File: config.mk
export PLATFORM = sky130hd
export DESIGN_NAME = timing_decode_unit
export DESIGN_NICKNAME = d
export VERILOG_FILES = /design/src/rtl/mc_timing_pkg.sv /design/src/rtl/sc_counter_clr_inr.sv /design/src/rtl/timing_decode_unit.sv
export SDC_FILE = /design/constraint.sdc
export NUM_CORES = 1
export LEC_CHECK = 0
export BUFFER_PORTS_ARGS = -buffer_cell sky130_fd_sc_hd__buf_4
export CAP_MARGIN = 0
export CORE_AREA = 2 2 39 41
export CTS_CLUSTER_SIZE = 8
export DETAILED_ROUTE_END_ITERATION = 6
export DIE_AREA = 0 0 41 43
export PLACE_DENSITY = 0.78
export SETUP_SLACK_MARGIN = 0.5
export SYNTH_ARGS = -nofsm -noshare
export SYNTH_HDL_FRONTEND = slang
export SYNTH_SLANG_ARGS = --single-unit
File: constraint.sdc
create_clock -name clk -period 1.3 [get_ports clk]
set_input_delay 0 -clock clk [delete_from_list [all_inputs] [get_ports clk]]
set_output_delay 0 -clock clk [all_outputs]
set_load 0.01 [all_outputs]
File: src/rtl/mc_timing_pkg.sv
// Shared constants for the timing/decode unit and its sequence counter.
package mc_timing_pkg;

  localparam int unsigned SC_WIDTH_DEF = 3;
  localparam int unsigned IR_WIDTH_DEF = 16;

  // Opcode decode indices (D outputs).
  localparam int unsigned OP_AND = 0;
  localparam int unsigned OP_ADD = 1;
  localparam int unsigned OP_LDA = 2;
  localparam int unsigned OP_STA = 3;
  localparam int unsigned OP_BUN = 4;
  localparam int unsigned OP_BSA = 5;
  localparam int unsigned OP_ISZ = 6;
  localparam int unsigned OP_REG = 7;

  // Timing indices (T outputs).
  localparam int unsigned T_FETCH0  = 0;
  localparam int unsigned T_FETCH1  = 1;
  localparam int unsigned T_DECODE2 = 2;
  localparam int unsigned T_EXEC3   = 3;
  localparam int unsigned T_EXEC4   = 4;
  localparam int unsigned T_EXEC5   = 5;
  localparam int unsigned T_EXEC6   = 6;
  localparam int unsigned T_EXEC7   = 7;

  // Register-reference field layout.
  localparam int unsigned HLT_BIT  = 0;
  localparam int unsigned B_OFFSET = 4;

  function automatic logic [7:0] onehot3(input logic [2:0] v);
    return 8'h01 << v;
  endfunction

endpackage

File: src/rtl/sc_counter_clr_inr.sv
// Sequence counter with synchronous clear/increment and one-hot decode.
module sc_counter_clr_inr #(
  parameter int unsigned WIDTH = 3
) (
  input  logic                  clk,
  input  logic                  rst,
  input  logic                  clr,
  input  logic                  inr,
  output logic [WIDTH-1:0]      count,
  output logic [2**WIDTH-1:0]   dec
);

  // Clear has priority over increment; increment wraps naturally.
  always_ff @(posedge clk) begin
    if (rst || clr) begin
      count <= '0;
    end else if (inr) begin
      count <= count + 1'b1;
    end
  end

  // One-hot decode of the registered count.
  always_comb begin
    dec = '0;
    dec[count] = 1'b1;
  end

endmodule

File: src/rtl/timing_decode_unit.sv
// Run/halt flip-flop, sequence counter, T decoder and IR field decode.
// Optional SC overrun detection is enabled by defining SC_WRAP_CHECK_EN.
module timing_decode_unit
  import mc_timing_pkg::*;
#(
  parameter int unsigned SC_WIDTH = SC_WIDTH_DEF,
  parameter int unsigned IR_WIDTH = IR_WIDTH_DEF
) (
  input  logic                   clk,
  input  logic                   rst,
  input  logic                   start,
  input  logic [IR_WIDTH-1:0]    ir,
  input  logic                   clr_sc,
  output logic [2**SC_WIDTH-1:0] T,
  output logic [7:0]             D,
  output logic                   I,
  output logic [7:0]             B,
  output logic                   running,
  output logic                   sc_wrap_err
);

  logic [SC_WIDTH-1:0]   sc;
  logic [2**SC_WIDTH-1:0] sc_dec;
  logic                  halt;
  logic                  sc_clr;
  logic                  unused_ir;

  // Counter only advances while running; halt and idle both force zero.
  assign sc_clr = halt | clr_sc | ~running;

  sc_counter_clr_inr #(
    .WIDTH (SC_WIDTH)
  ) u_sc (
    .clk   (clk),
    .rst   (rst),
    .clr   (sc_clr),
    .inr   (running),
    .count (sc),
    .dec   (sc_dec)
  );

  // Timing, opcode and register-reference decode.
  always_comb begin
    T    = running ? sc_dec : '0;
    D    = onehot3(ir[14:12]);
    B    = ir[B_OFFSET +: 8];
    halt = running & T[T_EXEC3] & D[OP_REG] & ~I & ir[HLT_BIT];
  end

  assign unused_ir = ^ir[3:1];

  // Run flip-flop: halt beats a simultaneous start.
  always_ff @(posedge clk) begin
    if (rst) begin
      running <= 1'b0;
    end else if (halt) begin
      running <= 1'b0;
    end else if (start) begin
      running <= 1'b1;
    end
  end

  // Indirect flip-flop captured at the end of T2.
  always_ff @(posedge clk) begin
    if (rst) begin
      I <= 1'b0;
    end else if (running && (sc == SC_WIDTH'(T_DECODE2))) begin
      I <= ir[15];
    end
  end

`ifdef SC_WRAP_CHECK_EN
  // Sticky flag: the control unit let SC run past T7.
  always_ff @(posedge clk) begin
    if (rst) begin
      sc_wrap_err <= 1'b0;
    end else if (running && (sc == SC_WIDTH'(T_EXEC7)) && !clr_sc) begin
      sc_wrap_err <= 1'b1;
    end
  end
`else
  assign sc_wrap_err = 1'b0;
`endif

endmodule

==> results of run 1 <==
-- final timing paths --
kind / start / end / slack [ns] / cells past startpoint
max: u_sc.count[1] / T[2] / 0.22 / 3
min: ir[9] / B[5] / 0.000004 / 0
max reg2reg: u_sc.count[1] / I / 0.24 / 5
min reg2reg: I / I / 0.53 / 2
-- power by group --
group          leakage, nW  total (mW)  internal (mW)  switching [mW]
Combinational        0.294       0.106         0.0604          0.0455
Sequential          0.0436       0.159          0.152         0.00701
Clock               0.0150       0.172          0.116          0.0563
Total                0.352       0.437          0.328           0.109
-- cell usage in the layout (no fill, tap or decap), types with 2 or more instances in the layout --
cell / n
nor3_1: 5
nor3_2: 2
dfxtp_4: 4
and3b_2: 2
nand2_1: 2
buf_4: 28
nor3b_1: 3
dlygate4sd3_1: 2
nor2_2: 2
nor2_1: 8
buf_6: 4
nand2_4: 2
clkbuf_4: 3
-- final cells by class --
type	instances	area [um2]
Fill cell	143	659.4
Sequential cell	5	115.1
Timing Repair Buffer	34	275.3
Multi-Input combinational cell	38	277.8
Inverter	2	10.01
Clock buffer	4	26.28
Tap cell	16	20.02
-- stage by stage --
step	worst slack [ns]	hold WS, ns	util	area [um2]	power (mW)
2_1_floorplan	0.3105	0.04670	-	416.7	0.2251
3_3_place_gp	0.2299	0.00007494	0.4078	564.3	0.2488
3_5_place_dp	0.2199	0.00007494	0.4078	564.3	0.2507
4_1_cts	0.1941	0.00007494	0.5009	693.2	0.4379
5_1_grt	0.1541	0.00001505	0.5235	724.4	0.4721
6_report	0.2173	0.000004435	0.5235	724.4	0.4368
-- sequential cells by signal (all words and copies together), names as in the netlist --
register / cells
I: 1
running: 1
u_sc.count: 3
-- per-layer routing --
layer	GRT usage	vias to the layer above	share of wire
met5	0	-	0
met4	0.06000	0	0
met3	0.04188	0	0.10
met2	0.1813	20	0.55
met1	0.1581	203	0.35
li1	-	229	-
-- cells by family after synthesis --
kind of cell / Yosys count
xor+xnor: 1
fa+ha+maj: 2
buf+inv: 11
flops: 5
mux: 1
other cells: 1
simple gates: 33
-- what timing repair did --
| item | in CTS | in global routing |
|---|---|---|
| gates resized for setup | 13 | 7 |
| endpoints found under the hold margin | 3 | 0 |
| setup buffers | 5 | 1 |
| pin swaps | 5 | 5 |
| hold buffers | 2 | 0 |
| setup endpoints to repair | 12 | 13 |
==> impl_results.rst, run 1 <==
.. list-table::
   :header-rows: 1

   * - Metric
     - Value
   * - Run status
     - completed
   * - Crit path required time
     - approximately 1.3 ns
   * - Number of nets with antenna violations after routing
     - 0
   * - Most repeated cell in the gate-level netlist after synthesis
     - nor2_1
   * - Floorplan Core Area
     - roughly 1400 um2
   * - Critical path buffers and inverters
     - 1
   * - Main combinational cell family by area after synthesis
     - simple AND/OR/NAND/NOR gates
   * - Cell with the biggest individual delay on the critical path
     - dfxtp_4
   * - Top cell type by total area after synthesis
     - dfxtp_1
   * - Maximum resistive drop on vdd
     - 0.4440 mV
   * - Aggregate global-route resource usage
     - 0.1246
   * - Part of the Yosys area used for sequential elements
     - 0.2439
   * - PortBufs
     - 26
   * - Highest clock frequency the design can meet
     - between 900 and 1000 MHz
   * - Synth Flop Type
     - dfxtp_1
   * - Synth Area per Inst
     - 7.600 um2
   * - Worst hold path type
     - in2out
   * - Number of inserted diodes
     - 0
   * - Leading post-synthesis cells by cell area
     - dfxtp_1 24%, buf_4 16%, nor2_1 9.1%
   * - Power density of the placed cells
     - 603.0 nW/um2
   * - WL/cell
     - 9.879 um
   * - Share of the clock period used by the worst path
     - 0.8329
   * - Final weighted congestion in routability-driven placement
     - ~0.72
   * - Placed wire-length estimate
     - around 660 um
   * - CTS H-tree depth
     - 1
   * - Maximum number of pins on one net before global-route repair
     - 9
   * - Final hold vios
     - 0
   * - Maximum clock insertion buffer count
     - 2
   * - Final min period
     - 1.083 ns
   * - Post-synthesis xor/xnor area fraction
     - 0.02134
   * - Via count of the first global-routing pass
     - between 300 and 400
   * - Multiplexer fraction of the synthesized cell area
     - 0.02439
   * - Crit path max-delay family
     - simple AND/OR/NAND/NOR gates
   * - Fraction of layout cells with a size suffix above 1
     - 0.6265
   * - Global-route wire length before repair
     - around 1500 um
   * - Setup-failing EPs final
     - 0
   * - TritonCTS Buffers
     - 3
   * - Synth-to-layout area growth
     - 76.52%
   * - Register bit total from synthesis
     - 5
   * - Io pins
     - 47
   * - Inst Count DP
     - 87
   * - Critical path start-end classification
     - reg2out
   * - Max Transition Viols Final
     - 0
   * - Clock slew at the register clock pins of the worst setup and hold paths
     - ~0.040 ns
   * - Via count
     - 452
   * - Leakage component of the power
     - around 0.35 nW
   * - Post-DR vias/cell
     - about 4.6
   * - Post-Route Skew
     - approximately 0.0032 ns
   * - Adder and majority gate portion of the synthesized area
     - 0.06098
   * - Share of the synthesized area in the top cell type
     - 0.2439
   * - Clk Latency, worst-skew pair
     - 0.23 ns
   * - Yosys warns
     - 0
   * - Arrival time at the worst endpoint
     - approximately 1.1 ns
   * - Number of cells in the finished layout apart from fillers
     - just under 100
   * - Clk sinks
     - 5
   * - DR DRC count
     - 0
   * - Gate count after technology mapping
     - 54
   * - Synthesized-area fraction occupied by ao, oa, aoi and oai cells
     - 0
   * - Detailed-routing iteration count for the pre-antenna-repair pass
     - 4
   * - Kind of end point of the critical path
     - output port
   * - Unrepaired setup endpoints after global routing
     - yes
   * - Number of placement rows
     - 14
   * - Overflow left after global routing
     - 0
   * - Die width
     - around 41 um
   * - Count of unique library cells instantiated by Yosys
     - 17
   * - Die Ht
     - between 40 and 50 um
   * - Number of nets produced by synthesis
     - 76
   * - Total Die Area
     - 1763 um2
   * - Wirelength, routed
     - between 900 and 1000 um
   * - First-iteration detailed-routing DRC count
     - 12
   * - Number of antenna violations at the first check in global routing
     - 0
   * - Setup total negative slack
     - 0 ns
   * - Ranking of synthesized cells by instance count
     - 10 x nor2_1, 9 x buf_4, 7 x nor3_1
   * - Synthesized-area fraction occupied by and/or/nand/nor cells
     - 0.4573
   * - CTS tree
     - done
   * - Initial Utilization
     - 0.2966
   * - Crit-path cells
     - or2b_1 -> nor2_1 -> buf_4
   * - Peak fanout along the critical path
     - 3
   * - CTS root buffer
     - clkbuf_4
   * - Crit path largest cell delay
     - around 0.34 ns
   * - Layout Nets
     - about 110
   * - Critical Path Source Type
     - register
   * - Share of synthesized registers carrying an async set or reset
     - 0
   * - Mapped Area
     - approximately 400 um2
   * - Number of flops mapped to enable cells by yosys
     - 0
   * - Max Cap Viol
     - 0
(Power assumes the default switching activity.)
==> run 2, diff against run 1 <==
Clock period 1.3 ns to 1 ns, I/O delays scaled along.
==> impl_results.rst, run 2 (synthesized netlist as in run 1, its figures left out) <==
.. list-table::
   :header-rows: 1

   * - Metric
     - Value
   * - Io pins
     - 47 (unchanged)
   * - Post-Route Skew
     - 0.0001920 ns (was 0.003186 ns)
   * - Maximum number of pins on one net before global-route repair
     - 9 (unchanged)
   * - Crit path required time
     - 1.00 ns (was 1.30 ns)
   * - Clock slew at the register clock pins of the worst setup and hold paths
     - 0.04 ns (about the same)
   * - Initial Utilization
     - 0.2966 (unchanged)
   * - Launch instance of the worst min-delay path
     - clr_sc (was ir[9])
   * - Source of the worst register-to-register timing path
     - u_sc.count[1] (unchanged)
   * - Final min period
     - about 1.1 ns
   * - Number of placement rows
     - 14 (unchanged)
   * - Kind of end point of the critical path
     - output port (unchanged)
   * - Overflow left after global routing
     - 0 (unchanged)
   * - First-iteration detailed-routing DRC count
     - 4 (was 12)
   * - Number of filler cells placed in the layout
     - 127 (was 143)
   * - R2R setup slack
     - -0.06 ns (was 0.24 ns)
   * - TritonCTS Buffers
     - 3 (unchanged)
   * - Max reg flops
     - 3 (unchanged)
   * - Final hold vios
     - 3 (was 0)
   * - Max Transition Viols Final
     - 0 (unchanged)
   * - CTS root buffer
     - clkbuf_4 (unchanged)
   * - Synth-to-layout area growth
     - 104.9% (was 76.52%)
   * - Detailed-routing iteration count for the pre-antenna-repair pass
     - 4 (unchanged)
   * - Crit-path cells
     - or2b_4 -> nor2_2 -> buf_4 (was or2b_1 -> nor2_1 -> buf_4)
   * - Clk Latency, worst-skew pair
     - 0.24 ns (was 0.23 ns)
   * - Critical path start-end classification
     - reg2out (unchanged)
   * - Global-route wire length before repair
     - 1635 um (was 1545 um)
   * - Placed wire-length estimate
     - 796 um (was 663.6 um)
   * - DR DRC count
     - 0 (unchanged)
   * - Highest clock frequency the design can meet
     - about 910 MHz
   * - Combined flip-flop and latch cell area
     - 111.4 um2 (was 115.1 um2)
   * - Fraction of layout cells with a size suffix above 1
     - 0.8214 (was 0.6265)
   * - Layout Nets
     - 107 (was 106)
   * - PortBufs
     - 26 (unchanged)
   * - Worst hold path type
     - in2reg (was in2out)
   * - Most frequent standard cell in the layout excluding fill and tap cells
     - buf_4 (unchanged)
   * - Maximum resistive drop on vdd
     - 0.7625 mV (was 0.4440 mV)
   * - CTS tree
     - done (unchanged)
   * - Critical path launch point
     - u_sc.count[1] (unchanged)
   * - Share of the clock period used by the worst path
     - 1.098
   * - Critical Path Source Type
     - register (unchanged)
   * - Run status
     - complete, but fails checks (was completed)
   * - Number of inserted diodes
     - 0 (unchanged)
   * - Post-DR vias/cell
     - 4.740 (was 4.566)
   * - Power density of the placed cells
     - 731.7 nW/um2 (was 603.0 nW/um2)
   * - Final WS setup
     - -0.09843 ns (was 0.2173 ns)
   * - Total Die Area
     - 1763 um2 (unchanged)
   * - Clk sinks
     - 5 (unchanged)
   * - Peak fanout along the critical path
     - 3 (unchanged)
   * - Die Ht
     - 43 um (unchanged)
   * - Total chip power
     - 0.6152 mW (was 0.4368 mW)
   * - Final standard cell utilization of the core
     - 0.6076 (was 0.5235)
   * - Number of nets with antenna violations after routing
     - 0 (unchanged)
   * - Crit path max-delay family
     - simple AND/OR/NAND/NOR gates (unchanged)
   * - Total area of multi-input combinational cells
     - 369.1 um2 (was 277.8 um2)
   * - Violations in the final reports
     - negative hold slack, negative setup slack
   * - Cell with the biggest individual delay on the critical path
     - dfxtp_2 (was dfxtp_4)
   * - Max Cap Viol
     - 0 (unchanged)
   * - Floorplan Core Area
     - 1384 um2 (unchanged)
   * - Via count
     - 474 (was 452)
   * - Die width
     - 41 um (unchanged)
   * - Setup-failing EPs final
     - 13 (was 0)
   * - Critical path buffers and inverters
     - 1 (unchanged)
   * - Final weighted congestion in routability-driven placement
     - 0.6969 (was 0.7219)
   * - Unrepaired setup endpoints after global routing
     - yes (unchanged)
   * - WL/cell
     - 11.42 um (was 9.879 um)
   * - Wirelength, routed
     - 1142 um (was 978 um)
   * - Commonest cells after routing, fill and taps aside
     - 24 x buf_4, 11 x buf_6, 4 x nor3_2, 4 x nor2_1 (was 28 x buf_4, 8 x nor2_1, 5 x nor3_1)
   * - Leakage component of the power
     - 0.3829 nW (was 0.3521 nW)
   * - Via count of the first global-routing pass
     - 403 (was 385)
   * - Register ranked first by flip-flop count
     - u_sc.count (unchanged)
   * - Maximum clock insertion buffer count
     - 2 (unchanged)
   * - Number of antenna violations at the first check in global routing
     - 0 (unchanged)
   * - Worst-case hold slack
     - -0.08600 ns (was 0.000004435 ns)
   * - Top Registers
     - u_sc.count x3, I x1, running x1 (unchanged)
   * - Aggregate global-route resource usage
     - 0.1394 (was 0.1246)
   * - Arrival time at the worst endpoint
     - 1.10 ns (was 1.08 ns)
   * - CTS H-tree depth
     - 1 (unchanged)
   * - Crit path largest cell delay
     - 0.35 ns (was 0.34 ns)
run 2: power by group:
part / switching, mW / internal [mW]
registers: 0.00631 / 0.203
logic: 0.0799 / 0.0920
clock network: 0.0833 / 0.151
run 2: routing by layer:
metal | vias to the layer above | share of wire | GRT usage
met4 | 0 | 0.0096 | 0.08667
li1 | 230 | - | -
met3 | 6 | 0.088 | 0.06283
met5 | - | 0 | 0
met2 | 22 | 0.57 | 0.2219
met1 | 216 | 0.33 | 0.1378
run 2: per-stage QoR:
| step | cell area, um2 | worst slack (ns) | setup TNS, ns | std cells |
|---|---|---|---|---|
| floorplan | 442.9 | 0.01048 | 0 | 54 |
| global placement | 635.6 | -0.06457 | -0.06457 | 93 |
| detailed placement | 635.6 | -0.06365 | -0.1272 | 93 |
| CTS | 739.5 | -0.1091 | -0.5826 | 99 |
| global route | 840.8 | -0.1420 | -1.442 | 100 |
| finish | 840.8 | -0.09843 | -0.7750 | 100 |
run 2: path summary, 6_finish.rpt:
check	end	cells past startpoint
hold / removal	u_sc.count[0]	2
hold reg to reg	u_sc.count[1]	2
setup / recovery	T[2]	3
setup reg to reg	u_sc.count[2]	4
run 2: final cells by class:
| type | instances | area share |
|---|---|---|
| Inverter | 2 | 0.01190 |
| Timing Repair Buffer | 35 | 0.3616 |
| Multi-Input combinational cell | 38 | 0.4390 |
| Tap cell | 16 | 0.02381 |
| Clock buffer | 4 | 0.03125 |
| Sequential cell | 5 | 0.1324 |
run 2: what timing repair did:
action                                  CTS  global route
pin swaps                                 2             3
gates resized for setup                  16            20
endpoints found under the setup margin   15            18
gates cloned                              0             0
hold endpoints to repair                  3             3
setup buffers                             2             1
